[src/rtl/ptr_sync_gray.sv]
`default_nettype none
// ============================================================================
// Module   : ptr_sync_gray
// Brief    : Multi-stage synchroniser for a Gray-coded FIFO pointer, with
//            registered binary conversion, modular delta, change strobe and a
//            sticky Gray-violation flag. Optional macro PTR_SYNC_ERR_CNT_EN
//            adds an 8-bit saturating violation counter on o_Err_Cnt.
// Revision : 1.0 - initial release
// ============================================================================
module ptr_sync_gray #(
  parameter int              WIDTH   = 8,
  parameter int              STAGES  = 2,
  parameter logic [WIDTH:0]  RST_VAL = '0
) (
  input  logic             i_clk,
  input  logic             i_rst,
  input  logic [WIDTH:0]   i_Ptr_Gray,
  input  logic             i_Err_Clr,
  output logic [WIDTH:0]   o_Sync_Ptr_Gray,
  output logic [WIDTH:0]   o_Sync_Ptr_Bin,
  output logic [WIDTH:0]   o_Ptr_Delta,
  output logic             o_Ptr_Changed,
  output logic             o_Gray_Err
`ifdef PTR_SYNC_ERR_CNT_EN
  ,
  output logic [7:0]       o_Err_Cnt
`endif
);

  if (STAGES < 2 || STAGES > 4) begin : g_bad_stages
    $error("ptr_sync_gray: STAGES must lie in 2..4");
  end

  localparam logic [WIDTH:0] C_ONE = (WIDTH+1)'(1);

  function automatic logic [WIDTH:0] gray2bin(input logic [WIDTH:0] g);
    logic [WIDTH:0] b;
    b[WIDTH] = g[WIDTH];
    for (int i = WIDTH - 1; i >= 0; i--) begin
      b[i] = b[i+1] ^ g[i];
    end
    return b;
  endfunction

  // Pure flop chain: nothing may sit between these stages.
  (* ASYNC_REG = "TRUE", DONT_TOUCH = "TRUE" *) logic [WIDTH:0] sync_q [STAGES];
  logic [WIDTH:0] sync_d [STAGES];

  logic [WIDTH:0] prev_q, prev_d;
  logic [WIDTH:0] bin_q, bin_d;
  logic [WIDTH:0] delta_q, delta_d;
  logic           changed_q, changed_d;
  logic           err_q, err_d;

  logic [WIDTH:0] sync_now;
  logic [WIDTH:0] diff;
  logic           viol;

  always_comb begin
    sync_d[0] = i_Ptr_Gray;
    for (int k = 1; k < STAGES; k++) begin
      sync_d[k] = sync_q[k-1];
    end
  end

  // A nonzero diff that is not a power of two has more than one bit set.
  always_comb begin
    sync_now  = sync_q[STAGES-1];
    diff      = sync_now ^ prev_q;
    viol      = |(diff & (diff - C_ONE));
    prev_d    = sync_now;
    bin_d     = gray2bin(sync_now);
    delta_d   = gray2bin(sync_now) - gray2bin(prev_q);
    changed_d = |diff;
    err_d     = viol | (err_q & ~i_Err_Clr);
  end

  always_ff @(posedge i_clk) begin
    if (i_rst) begin
      for (int k = 0; k < STAGES; k++) begin
        sync_q[k] <= RST_VAL;
      end
      prev_q    <= RST_VAL;
      bin_q     <= gray2bin(RST_VAL);
      delta_q   <= '0;
      changed_q <= 1'b0;
      err_q     <= 1'b0;
    end else begin
      for (int k = 0; k < STAGES; k++) begin
        sync_q[k] <= sync_d[k];
      end
      prev_q    <= prev_d;
      bin_q     <= bin_d;
      delta_q   <= delta_d;
      changed_q <= changed_d;
      err_q     <= err_d;
    end
  end

  assign o_Sync_Ptr_Gray = sync_q[STAGES-1];
  assign o_Sync_Ptr_Bin  = bin_q;
  assign o_Ptr_Delta     = delta_q;
  assign o_Ptr_Changed   = changed_q;
  assign o_Gray_Err      = err_q;

`ifdef PTR_SYNC_ERR_CNT_EN
  logic [7:0] err_cnt_q, err_cnt_d;

  // A new event during a clear restarts the count at one.
  always_comb begin
    err_cnt_d = err_cnt_q;
    if (viol) begin
      if (i_Err_Clr) begin
        err_cnt_d = 8'd1;
      end else if (err_cnt_q != 8'hFF) begin
        err_cnt_d = err_cnt_q + 8'd1;
      end
    end else if (i_Err_Clr) begin
      err_cnt_d = 8'd0;
    end
  end

  always_ff @(posedge i_clk) begin
    if (i_rst) begin
      err_cnt_q <= 8'd0;
    end else begin
      err_cnt_q <= err_cnt_d;
    end
  end

  assign o_Err_Cnt = err_cnt_q;
`endif

endmodule
`default_nettype wire

[config.mk]
export PLATFORM = sky130hd
export DESIGN_NAME = ptr_sync_gray
export DESIGN_NICKNAME = d
export VERILOG_FILES = /design/src/rtl/ptr_sync_gray.sv
export SDC_FILE = /design/constraint.sdc
export NUM_CORES = 1
export LEC_CHECK = 0
export BUFFER_PORTS_ARGS = -buffer_cell sky130_fd_sc_hd__buf_4
export CORE_ASPECT_RATIO = 0.5
export CORE_MARGIN = 2
export CORE_UTILIZATION = 45
export CTS_CLUSTER_DIAMETER = 80
export DETAILED_ROUTE_END_ITERATION = 8
export PLACE_DENSITY_LB_ADDON = 0.12
export SYNTH_ARGS = -nofsm -noshare
export SYNTH_HDL_FRONTEND = slang
export SYNTH_SLANG_ARGS = --single-unit
[constraint.sdc]
create_clock -name i_clk -period 3 [get_ports i_clk]
set_input_delay 0.3 -clock i_clk [delete_from_list [all_inputs] [get_ports i_clk]]
set_output_delay 0.3 -clock i_clk [all_outputs]
set_load 0.01 [all_outputs]
======== Word level (Yosys, flattened, before mapping) ========
Memories as Yosys holds them, arrays and structs flattened.
Cells that the tools add are included.
cells by class
  add/sub/neg operators ................... 2
  multiplexer cells ....................... 5
  bitwise gates (word level) .............. 23
  reduce and logical (&&, ||, !) cells .... 2
operators with widths
  kind                                              count
  two-way mux 9 bit                                 2
  OR reduction 9 bit                                2
  XOR 1 bit                                         16
  AND 9 bit                                         1
  subtractor 9 x 1 -> 9 bit, second input constant  1
  subtractor 9 bit                                  1
  XOR 9 bit                                         1
  two-way mux 1 bit                                 3
  OR 1 bit                                          3
  AND 1 bit                                         1
  NOT 1 bit                                         1
word-level totals
  register bits ........................... 29
  RAM bits ................................ 18
  output and inout port bits .............. 29
  word-level logic and storage cells ...... 38
  memories kept ........................... 1
memories
  name    words  width  read ports  clocked after memory_dff  write ports  line  RTL
  sync_q  2      9      2           0                         2            46    (* ASYNC_REG = "TRUE", DONT_TOUCH = "TRUE" *) logic [WIDTH:0] sync_q [STAGES];

======== Longest topological paths before layout ========
Gate-level depths: netlist of run 1.
  depth in word-level cells ............... 9
  depth in mapped cells ................... 11
  depth with buffers taken out ............ 11

======== Least setup slack after synthesis of run 1 ========
Ideal clock, no wire load.
  kind .................................... register to register
  start ................................... reg, netlist name o_Sync_Ptr_Bin[8]
  end ..................................... reg delta_q[6], in the netlist o_Ptr_Delta[6]
  data arrival time ....................... 2949 ps
  data required time ...................... 2877 ps
  setup slack ............................. -73 ps
  cell stages (with the launch flop) ...... 12
  path buffers ............................ 0
  period minus slack after synthesis ...... 3073 ps
  path through ............................ dfxtp_1 -> xor3_1 -> xnor3_2 -> xnor3_1 -> xnor2_1 -> ha_1 -> inv_1 -> ha_1 -> a21oi_1 -> o31ai_4 -> a31oi_1 -> mux2_1
RTL lines
  item                  line  RTL
  to (signal assigned)  94    delta_q <= delta_d;
  to (decl)             51    logic [WIDTH:0] delta_q, delta_d;

======== Worst setup path after layout of run 1 ========
  start ................................... reg prev_q[6]
  end ..................................... reg delta_q[6], in the netlist o_Ptr_Delta[6]
on the way
  cells in the longest elaborated chain, start to end .. 8
ends and longest elaborated chain
  item                    line  RTL
  from (decl)             49    logic [WIDTH:0] prev_q, prev_d;
  from (signal assigned)  92    prev_q <= prev_d;
  XOR 1 bit *             40    b[i] = b[i+1] ^ g[i];
  XOR 1 bit (6 in a row)  40
  subtractor 9 bit *      73    delta_d = gray2bin(sync_now) - gray2bin(prev_q);
Mark *: on every way between the ends. The rest lies on a longest branch, timed or not.
A chain may end at the register's enable or synchronous reset.

==> flow_summary.json, run 1 <==
{
  "outcome": "completed",
  "root_buffer": "clkbuf_8",
  "grt_pass1_wl_um": 6670,
  "hp-class": "primary input to register",
  "grtUsageTotal_pct": 16.9,
  "io_pins": 41,
  "worstHoldStart": "i_Ptr_Gray[4]",
  "diodes": 0,
  "power.density_nw_per_um2": 660,
  "htree_levels": 2,
  "num_rows": 17,
  "grt.overflow.total": 0,
  "holdPathEnd": "sync_q[0][4]",
  "final_antenna_net_count": 0,
  "grt_max_degree": 52,
  "crit_required_ns": 3.18,
  "drc": 0,
  "routed_via_density": 4.74,
  "fp.coreArea_sq_um": 4420,
  "wirelength_um": 4160,
  "avgSynthCellArea_sq_um": 10.3,
  "start_util_pct": 47.1,
  "synthesis.area_sq_um": 2080,
  "antenna_found_initial": 0,
  "worstMarginPinSlew_ns": 0.673,
  "dr.pass1.iters": 4,
  "holdBufCountCts": 0,
  "crit_fanout": 3,
  "crit_path_end_kind": "register",
  "p_leak_nw": 1.26,
  "fp.dieH_um": 52.1,
  "power_mw": 1.80,
  "cts_tree": "built",
  "wl_per_cell_um": 13.1,
  "fin_crit_sh_pct": 95.8,
  "num-nets-final": 280,
  "skew_ns": 0.00619,
  "fill_cells": 379,
  "dp_hpwl_um": 2930,
  "path_class": "register to register",
  "clockBufferDepth": 2,
  "dieArea_sq_um": 5230,
  "holdWs_ns": 0.208,
  "vias": 1503,
  "numClockSinks": 46,
  "ir_worst_vdd_mv": 0.301,
  "reg2reg_depth": 11,
  "ys_seq_area_share_pct": 44.2,
  "die_w_um": 100,
  "synthCells": 202,
  "dp_slack_ns": -0.0303,
  "ys_types": 37,
  "worst_slack_ns": 0.125,
  "maxSlewViolCount": 0,
  "post-route-min-period_ns": 2.87,
  "hold_violations": 0,
  "clk_pin_slew_ns": 0.08,
  "drt_iter0_markers": 31,
  "numCtsBuffers": 5,
  "synth-seq-cells": 46,
  "grt_pass1_vias": 1448,
  "drive_gt1_share_pct": 32.3,
  "final_area_sq_um": 2720,
  "max-cap-violations": 0,
  "rrSetupSlack_ns": 0.13,
  "setup_viol": 0,
  "start_kind": "register",
  "relSlewSlack_pct": 55.0,
  "hold_depth": 2,
  "syn_nets": 221,
  "ys_warn_count": 0,
  "gp_congestion": 0.816,
  "place_area_sq_um": 2530,
  "rr_endpoint": "o_Ptr_Delta[6]",
  "fmax_ghz": 0.348,
  "clkLatencyLatePin_ns": 0.30,
  "rr_startpoint": "prev_q[6]",
  "syn2layout_area_growth_pct": 30.6,
  "cp_data_arrival_time_ns": 3.06,
  "io_buffers": 40
}
cells in the final DEF (no fill, tap or decap), drive strengths merged, types with 2 or more instances in the layout:
cell type,count
a21oi,6
xor2,10
a31oi,4
nor3,3
clkbuf,6
nor2b,36
buf,59
ha,7
nor4b,2
o21a,3
a21o,4
xnor2,18
inv,10
mux2,2
nor2,16
mux2i,3
xnor3,4
dfxtp,46
nand2,7
nor3b,2
worst max-delay path by stage:
stage / from / endpoint / slack (ns) / cells after the start
6_report: prev_q[6] / o_Ptr_Delta[6] / 0.13 / 11
5_1_grt: prev_q[6] / o_Ptr_Delta[5] / -0.04 / 11
4_1_cts: o_Sync_Ptr_Bin[8] / o_Ptr_Delta[5] / 0.01 / 11
3_5_place_dp: o_Sync_Ptr_Bin[8] / o_Ptr_Delta[7] / -0.03 / 11
3_3_place_gp: prev_q[7] / o_Ptr_Delta[5] / 0.03 / 11
2_1_floorplan: sync_q[0][16] / o_Ptr_Delta[6] / 0.01 / 11
cells in the mapped netlist:
library cell | number | area (sq um)
a211oi_1 | 1 | 7.51
a21o_1 | 4 | 30.0
a21oi_1 | 6 | 30.0
a222oi_1 | 1 | 10.0
a31oi_1 | 4 | 25.0
a32oi_1 | 1 | 8.76
and3_1 | 1 | 6.26
buf_1 | 1 | 3.75
buf_4 | 2 | 15.0
clkbuf_1 | 4 | 15.0
dfxtp_1 | 46 | 921
ha_1 | 7 | 87.6
inv_1 | 10 | 37.5
mux2_1 | 2 | 22.5
mux2i_1 | 3 | 30.0
nand2_1 | 7 | 26.3
nand3_1 | 1 | 5.00
nor2_1 | 16 | 60.1
nor2b_1 | 36 | 225
nor3_1 | 3 | 15.0
nor3b_1 | 2 | 15.0
nor4b_1 | 2 | 17.5
o211ai_1 | 1 | 7.51
o21a_1 | 3 | 22.5
o21ai_0 | 1 | 5.00
o22ai_1 | 1 | 6.26
o31ai_4 | 1 | 21.3
or2_2 | 1 | 6.26
or3_1 | 1 | 6.26
xnor2_1 | 16 | 140
xnor2_2 | 1 | 16.3
xnor2_4 | 1 | 27.5
xnor3_1 | 2 | 45.0
xnor3_2 | 2 | 47.6
xor2_1 | 9 | 78.8
xor2_2 | 1 | 16.3
xor3_1 | 1 | 23.8
stage by stage:
stage / utilization (%) / cells / setup TNS [ns]
global route: 61.5 / 317 / -0.0756
detailed placement: 57.2 / 306 / -0.0438
global placement: 57.2 / 306 / 0
finish: 61.5 / 317 / 0
floorplan: - / 202 / 0
CTS: 59.2 / 312 / 0
sequential cells by signal (all words and copies together) (netlist names):
signal,cells
sync_q,18
o_Gray_Err,1
o_Sync_Ptr_Bin,9
o_Ptr_Changed,1
o_Ptr_Delta,9
prev_q,8
layer usage:
layer  vias to the layer above  share of wire [%]  global-route usage [%]
met3                         6                5.7                    6.59
met4                         0               0.91                    4.11
met5                         -                  0                       0
li1                        773                  -                       -
met2                        32                 43                    26.4
met1                       692                 51                    22.3
critical path: stages (launching register included):
cell and delay (ns):
dfxtp_2 0.34, xor3_2 0.46, xnor3_2 0.26, xnor3_1 0.25, xnor2_1 0.19, ha_2 0.24, inv_2 0.05, ha_4 0.16
a21oi_4 0.15, o31ai_4 0.10, a31oi_1 0.22, mux2_1 0.34
cells by family (layout without fill, tap and decap cells):
| logic type | Yosys count | in the layout | share of synthesized area [%] |
|---|---|---|---|
| and+or+nand+nor | 70 | 70 | 18.4 |
| DFF | 46 | 46 | 44.2 |
| xor gates and xnor gates | 33 | 33 | 19.0 |
| AOI/OAI and AO/OA | 24 | 24 | 8.34 |
| buffers and inverters | 17 | 75 | 3.42 |
| adders and majority gates | 7 | 7 | 4.20 |
| muxes | 5 | 5 | 2.52 |
power by group:
part / switching [mW] / total, mW / internal, mW / leakage (nW)
logic: 0.336 / 0.711 / 0.376 / 0.840
clock network: 0.196 / 0.374 / 0.178 / 0.0431
registers: 0.0265 / 0.712 / 0.686 / 0.381
what timing repair did:
action                                  4_1_cts  5_1_grt
buffers inserted                              0        5
resized for setup                             1       13
pin swaps                                     0        5
endpoints found under the setup margin        2        5
cell type report:
type / instances / area (sq um) / area share [%]
timing repair buffer: 59 / 443 / 16.3
clock buffer: 6 / 82.6 / 3.03
tap: 57 / 71.3 / 2.62
multi-input combinational: 139 / 1160 / 42.8
sequential: 46 / 923 / 33.9
inverter: 10 / 37.5 / 1.38
Power figures use the tool's default switching activity.
==> run 2: changes to the inputs <==
--- a/config.mk
+++ b/config.mk
@@ -8,7 +8,7 @@
 export BUFFER_PORTS_ARGS = -buffer_cell sky130_fd_sc_hd__buf_4
 export CORE_ASPECT_RATIO = 0.5
 export CORE_MARGIN = 2
-export CORE_UTILIZATION = 45
+export CORE_UTILIZATION = 43
 export CTS_CLUSTER_DIAMETER = 80
 export DETAILED_ROUTE_END_ITERATION = 8
 export PLACE_DENSITY_LB_ADDON = 0.12
==> flow_summary.json, run 2 (synthesized netlist as in run 1, its figures left out) <==
{
  "cp_data_arrival_time_ns": 3.12,
  "grt_max_degree": 52,
  "routed_via_density": 4.65,
  "multi_input_comb_area_sq_um": 1140,
  "fmax_ghz": 0.341,
  "vias": 1525,
  "grt_pass1_wl_um": 6620,
  "power.density_nw_per_um2": 681,
  "regArea_sq_um": 925,
  "fin_crit_sh_pct": 97.8,
  "pwr-share-seq_pct": 37.9,
  "num-nets-final": 281,
  "fp.dieH_um": 53.2,
  "setup_viol": 0,
  "drive_gt1_share_pct": 32.8,
  "crit_path_end_kind": "register",
  "start_util_pct": 46.0,
  "syn2layout_area_growth_pct": 32.5,
  "htree_levels": 2,
  "switching_share_pct": 29.6,
  "final_antenna_net_count": 0,
  "fill_cells": 408,
  "regMostFlops": "sync_q",
  "outcome": "completed",
  "p_leak_nw": 1.28,
  "numCtsBuffers": 5,
  "rsz0062_at_grt": "true",
  "tns_ns": 0,
  "hold_violations": 0,
  "die_w_um": 102,
  "relSlewSlack_pct": 62.4,
  "hp-class": "primary input to register",
  "wl_per_cell_um": 12.8,
  "final_common_cell": "buf_4",
  "pwr-share-clk_pct": 24.9,
  "fp.coreArea_sq_um": 4530,
  "numClockSinks": 46,
  "dieArea_sq_um": 5450,
  "wirelength_um": 4190,
  "final_cell_mix": "buf_4 (59), dfxtp_1 (43), nor2b_1 (36)",
  "cts_tree": "built",
  "maxSlewViolCount": 0,
  "grt.overflow.total": 0,
  "clockBufferDepth": 2,
  "io_pins": 41,
  "drc": 0,
  "pwr-share-comb_pct": 37.2,
  "power.switching_mw": 0.557,
  "dp_hpwl_um": 2920,
  "holdBufCountCts": 0,
  "antenna_found_initial": 0,
  "io_buffers": 40,
  "skew_ns": 0.00464,
  "worstMarginPinSlew_ns": 0.562,
  "start_kind": "register",
  "dp_cells": 315,
  "diodes": 0,
  "dr.pass1.iters": 4,
  "largest_reg_flops": 18,
  "root_buffer": "clkbuf_8",
  "crit_fanout": 4,
  "clkLatencyLatePin_ns": 0.30,
  "p_int_mw": 1.32,
  "post-route-min-period_ns": 2.93,
  "drt_iter0_markers": 46,
  "clk_pin_slew_ns": 0.08,
  "crit_required_ns": 3.19,
  "gp_congestion": 0.827,
  "instances_no_fill": 328,
  "ir_worst_vdd_mv": 0.286,
  "grtUsageTotal_pct": 16.5,
  "num_rows": 17,
  "path_class": "register to register",
  "max-cap-violations": 0,
  "power_mw": 1.88,
  "grt_pass1_vias": 1408
}
[run 2: routing by layer]
layer | part of all wire [%] | global-route usage, % | up-vias
li1 | - | - | 781
met1 | 53 | 23.0 | 705
met2 | 41 | 24.2 | 31
met3 | 4.7 | 4.76 | 8
met4 | 1.5 | 6.00 | 0
met5 | 0 | 0 | -
[run 2: per-stage QoR]
stage	hold WS, ns	cell area, sq um	util, %	worst slack (ns)
3_5_place_dp	0.422	2550	56.4	-0.0105
4_1_cts	0.194	2680	59.0	0.0186
3_3_place_gp	0.416	2550	56.4	0.0220
6_report	0.203	2760	61.0	0.0651
5_1_grt	0.189	2760	61.0	-0.0628
2_1_floorplan	0.414	2090	-	0.0110
[run 2: area by class of cell]
class                      count  share of cell area (%)
clock buffer                   6                    2.99
clock inverter                 1                    1.09
inverter                      10                    1.36
multi-input combinational    139                    41.3
sequential                    46                    33.5
tap                           66                    2.99
timing repair buffer          60                    16.8
[run 2: worst paths after layout]
check,from,end,slack [ns],cells past startpoint
worst max-delay path,sync_q[0][12],o_Ptr_Delta[6],0.07,11
worst min-delay path,i_Ptr_Gray[3],sync_q[0][3],0.20,2
worst max register to register,sync_q[0][12],o_Ptr_Delta[6],0.07,11
worst min register to register,sync_q[0][3],sync_q[0][12],0.44,1
[run 2: critical path, cell delays in order, from the launching register on]
cell,delay (ns)
dfxtp_2,0.36
xnor2_2,0.18
xnor3_2,0.51
buf_12,0.16
xnor2_4,0.13
xnor2_2,0.27
xnor2_1,0.17
ha_2,0.23
a21oi_4,0.05
o31ai_4,0.28
a31oi_1,0.15
mux2_1,0.32
[run 2: power groups by stage]
stage,clock network (mW),logic [mW],registers [mW]
after floorplan,0,0.370,0.760
final,0.469,0.700,0.713
after CTS,0.481,0.634,0.713
after global placement,0,0.620,0.725
after detailed placement,0,0.625,0.726
after global routing,0.508,0.764,0.720
[run 2: what timing repair did]
action                                  CTS  global route
gates cloned                              0             0
endpoints found under the setup margin    2             5
buffers inserted                          0             6
resized for setup                         1            11
pin swaps                                 0             6
==> run 3: changes to the inputs <==
==> constraint.sdc (replaced) <==
create_clock -name i_clk -period 3.3 [get_ports i_clk]
set_input_delay 0.33 -clock i_clk [delete_from_list [all_inputs] [get_ports i_clk]]
set_output_delay 0.33 -clock i_clk [all_outputs]
set_load 0.01 [all_outputs]
==> flow_summary.json, run 3 (synthesized netlist as in run 1, its figures left out) <==
{
  "dieArea_sq_um": 5450,
  "crit_slowest_cell": "xor3_2",
  "reg2reg_depth": 11,
  "holdBufCountCts": 0,
  "regMostFlops": "sync_q",
  "drt_iter0_markers": 45,
  "cp_common_cell": "ha_1",
  "start_util_pct": 46.0,
  "grtUsageMet1_pct": 22.1,
  "worstHoldStart": "i_Ptr_Gray[6]",
  "num-nets-final": 267,
  "io_pins": 41,
  "fin_crit_sh_pct": 93.9,
  "drive_gt1_share_pct": 27.3,
  "dp_hpwl_um": 2960,
  "ir_worst_vdd_mv": 0.282,
  "rsz0062_at_grt": "false",
  "p_leak_nw": 1.19,
  "grt_util_met3_pct": 5.02,
  "cp_cell_sequence": "xor3_2 -> xnor3_2 -> xnor3_1 -> xnor2_1 -> ha_1 -> inv_1 -> ha_1 -> a21oi_2 -> o31ai_4 -> a31oi_1 -> mux2_1",
  "path_class": "register to register",
  "cp_data_arrival_time_ns": 3.29,
  "largest_reg_flops": 18,
  "numCtsBuffers": 5,
  "diodes": 0,
  "die_w_um": 102,
  "gp_congestion": 0.810,
  "grt_pass1_vias": 1451,
  "antenna_found_initial": 0,
  "fill_cells": 431,
  "final_cell_mix": "buf_4 (46), dfxtp_1 (44), nor2b_1 (36)",
  "final_common_cell": "buf_4",
  "grt_pass1_wl_um": 6740,
  "cts_tree": "built",
  "clkLatencyLatePin_ns": 0.30,
  "worstMarginPinSlew_ns": 0.530,
  "vias": 1448,
  "startpoint": "o_Sync_Ptr_Bin[8]",
  "fin_util_pct": 57.4,
  "relSlewSlack_pct": 64.5,
  "clk_pin_slew_ns": 0.08,
  "rr_startpoint": "o_Sync_Ptr_Bin[8]",
  "grt_max_degree": 52,
  "post-route-min-period_ns": 3.10,
  "routed_via_density": 4.60,
  "start_kind": "register",
  "skew_ns": 0.00235,
  "grt.overflow.total": 0,
  "hold_depth": 2,
  "syn2layout_area_growth_pct": 24.9,
  "hold_violations": 0,
  "final_antenna_net_count": 0,
  "fp.dieH_um": 53.2,
  "setup_viol": 0,
  "numClockSinks": 46,
  "dr.pass1.iters": 4,
  "fp.coreArea_sq_um": 4530,
  "multi_input_comb_area_sq_um": 1120,
  "drc": 0,
  "grt.busiest_layer": "met2",
  "crit_path_end_kind": "register",
  "tns_ns": 0,
  "wl_per_cell_um": 12.5,
  "root_buffer": "clkbuf_8",
  "io_buffers": 40,
  "fmax_ghz": 0.323,
  "critPathMaxStageDelay_ns": 0.48,
  "wirelength_um": 3940,
  "regArea_sq_um": 923,
  "htree_levels": 2,
  "num_rows": 17,
  "max-cap-violations": 0,
  "power.density_nw_per_um2": 598,
  "crit_fanout": 3,
  "hp-class": "primary input to register",
  "use_met2_pct": 25.9,
  "maxSlewViolCount": 0,
  "clockBufferDepth": 2,
  "outcome": "completed",
  "crit_required_ns": 3.49,
  "grtUsageTotal_pct": 16.8
}
[run 3: critical path: cells and delay by family (launching register included)]
family                   cells  cell delay, ns
adder cells (fa/ha/maj)      2            0.45
buffers and inverters        1            0.07
XOR/XNOR                     4            1.29
multiplexers                 1            0.33
flip-flops                   1            0.34
AO/OA/AOI/OAI                3            0.51
[run 3: what timing repair did]
action	4_1_cts	5_1_grt
resized for setup	0	8
setup buffers	0	0
endpoints found under the setup margin	0	4
[run 3: layout make-up]
| cell class | instances | share of cell area [%] |
|---|---|---|
| multi-input combinational | 139 | 43.1 |
| tap | 66 | 3.17 |
| clock inverter | 1 | 0.192 |
| sequential | 46 | 35.5 |
| clock buffer | 7 | 3.32 |
| inverter | 10 | 1.44 |
| timing repair buffer | 46 | 13.3 |
[run 3: stage by stage]
step | setup WS (ns) | power [mW] | instance area, sq um | hold slack, ns | instances
global placement | 0.146 | 1.20 | 2480 | 0.417 | 307
global route | 0.00112 | 1.66 | 2600 | 0.237 | 315
CTS | 0.0936 | 1.56 | 2570 | 0.226 | 315
floorplan | 0.227 | 1.02 | 2080 | 0.414 | 202
detailed placement | 0.130 | 1.21 | 2480 | 0.422 | 307
finish | 0.200 | 1.56 | 2600 | 0.238 | 315
[run 3: where the power goes]
| part | leakage [nW] | internal, mW | switching [mW] |
|---|---|---|---|
| Sequential | 0.381 | 0.623 | 0.0267 |
| Clock | 0.0482 | 0.169 | 0.177 |
| Combinational | 0.762 | 0.287 | 0.274 |
| Total | 1.19 | 1.08 | 0.478 |
[run 3: layer usage]
layer,up-vias,routed length (um)
met5,-,0
met4,0,88
met3,13,213
met2,44,1590
met1,642,2050
li1,749,-
[run 3: worst paths after layout]
| kind | to | slack [ns] |
|---|---|---|
| max | o_Ptr_Delta[8] | 0.20 |
| min | sync_q[0][6] | 0.24 |
| max reg2reg | o_Ptr_Delta[8] | 0.20 |
| min reg2reg | sync_q[0][15] | 0.44 |
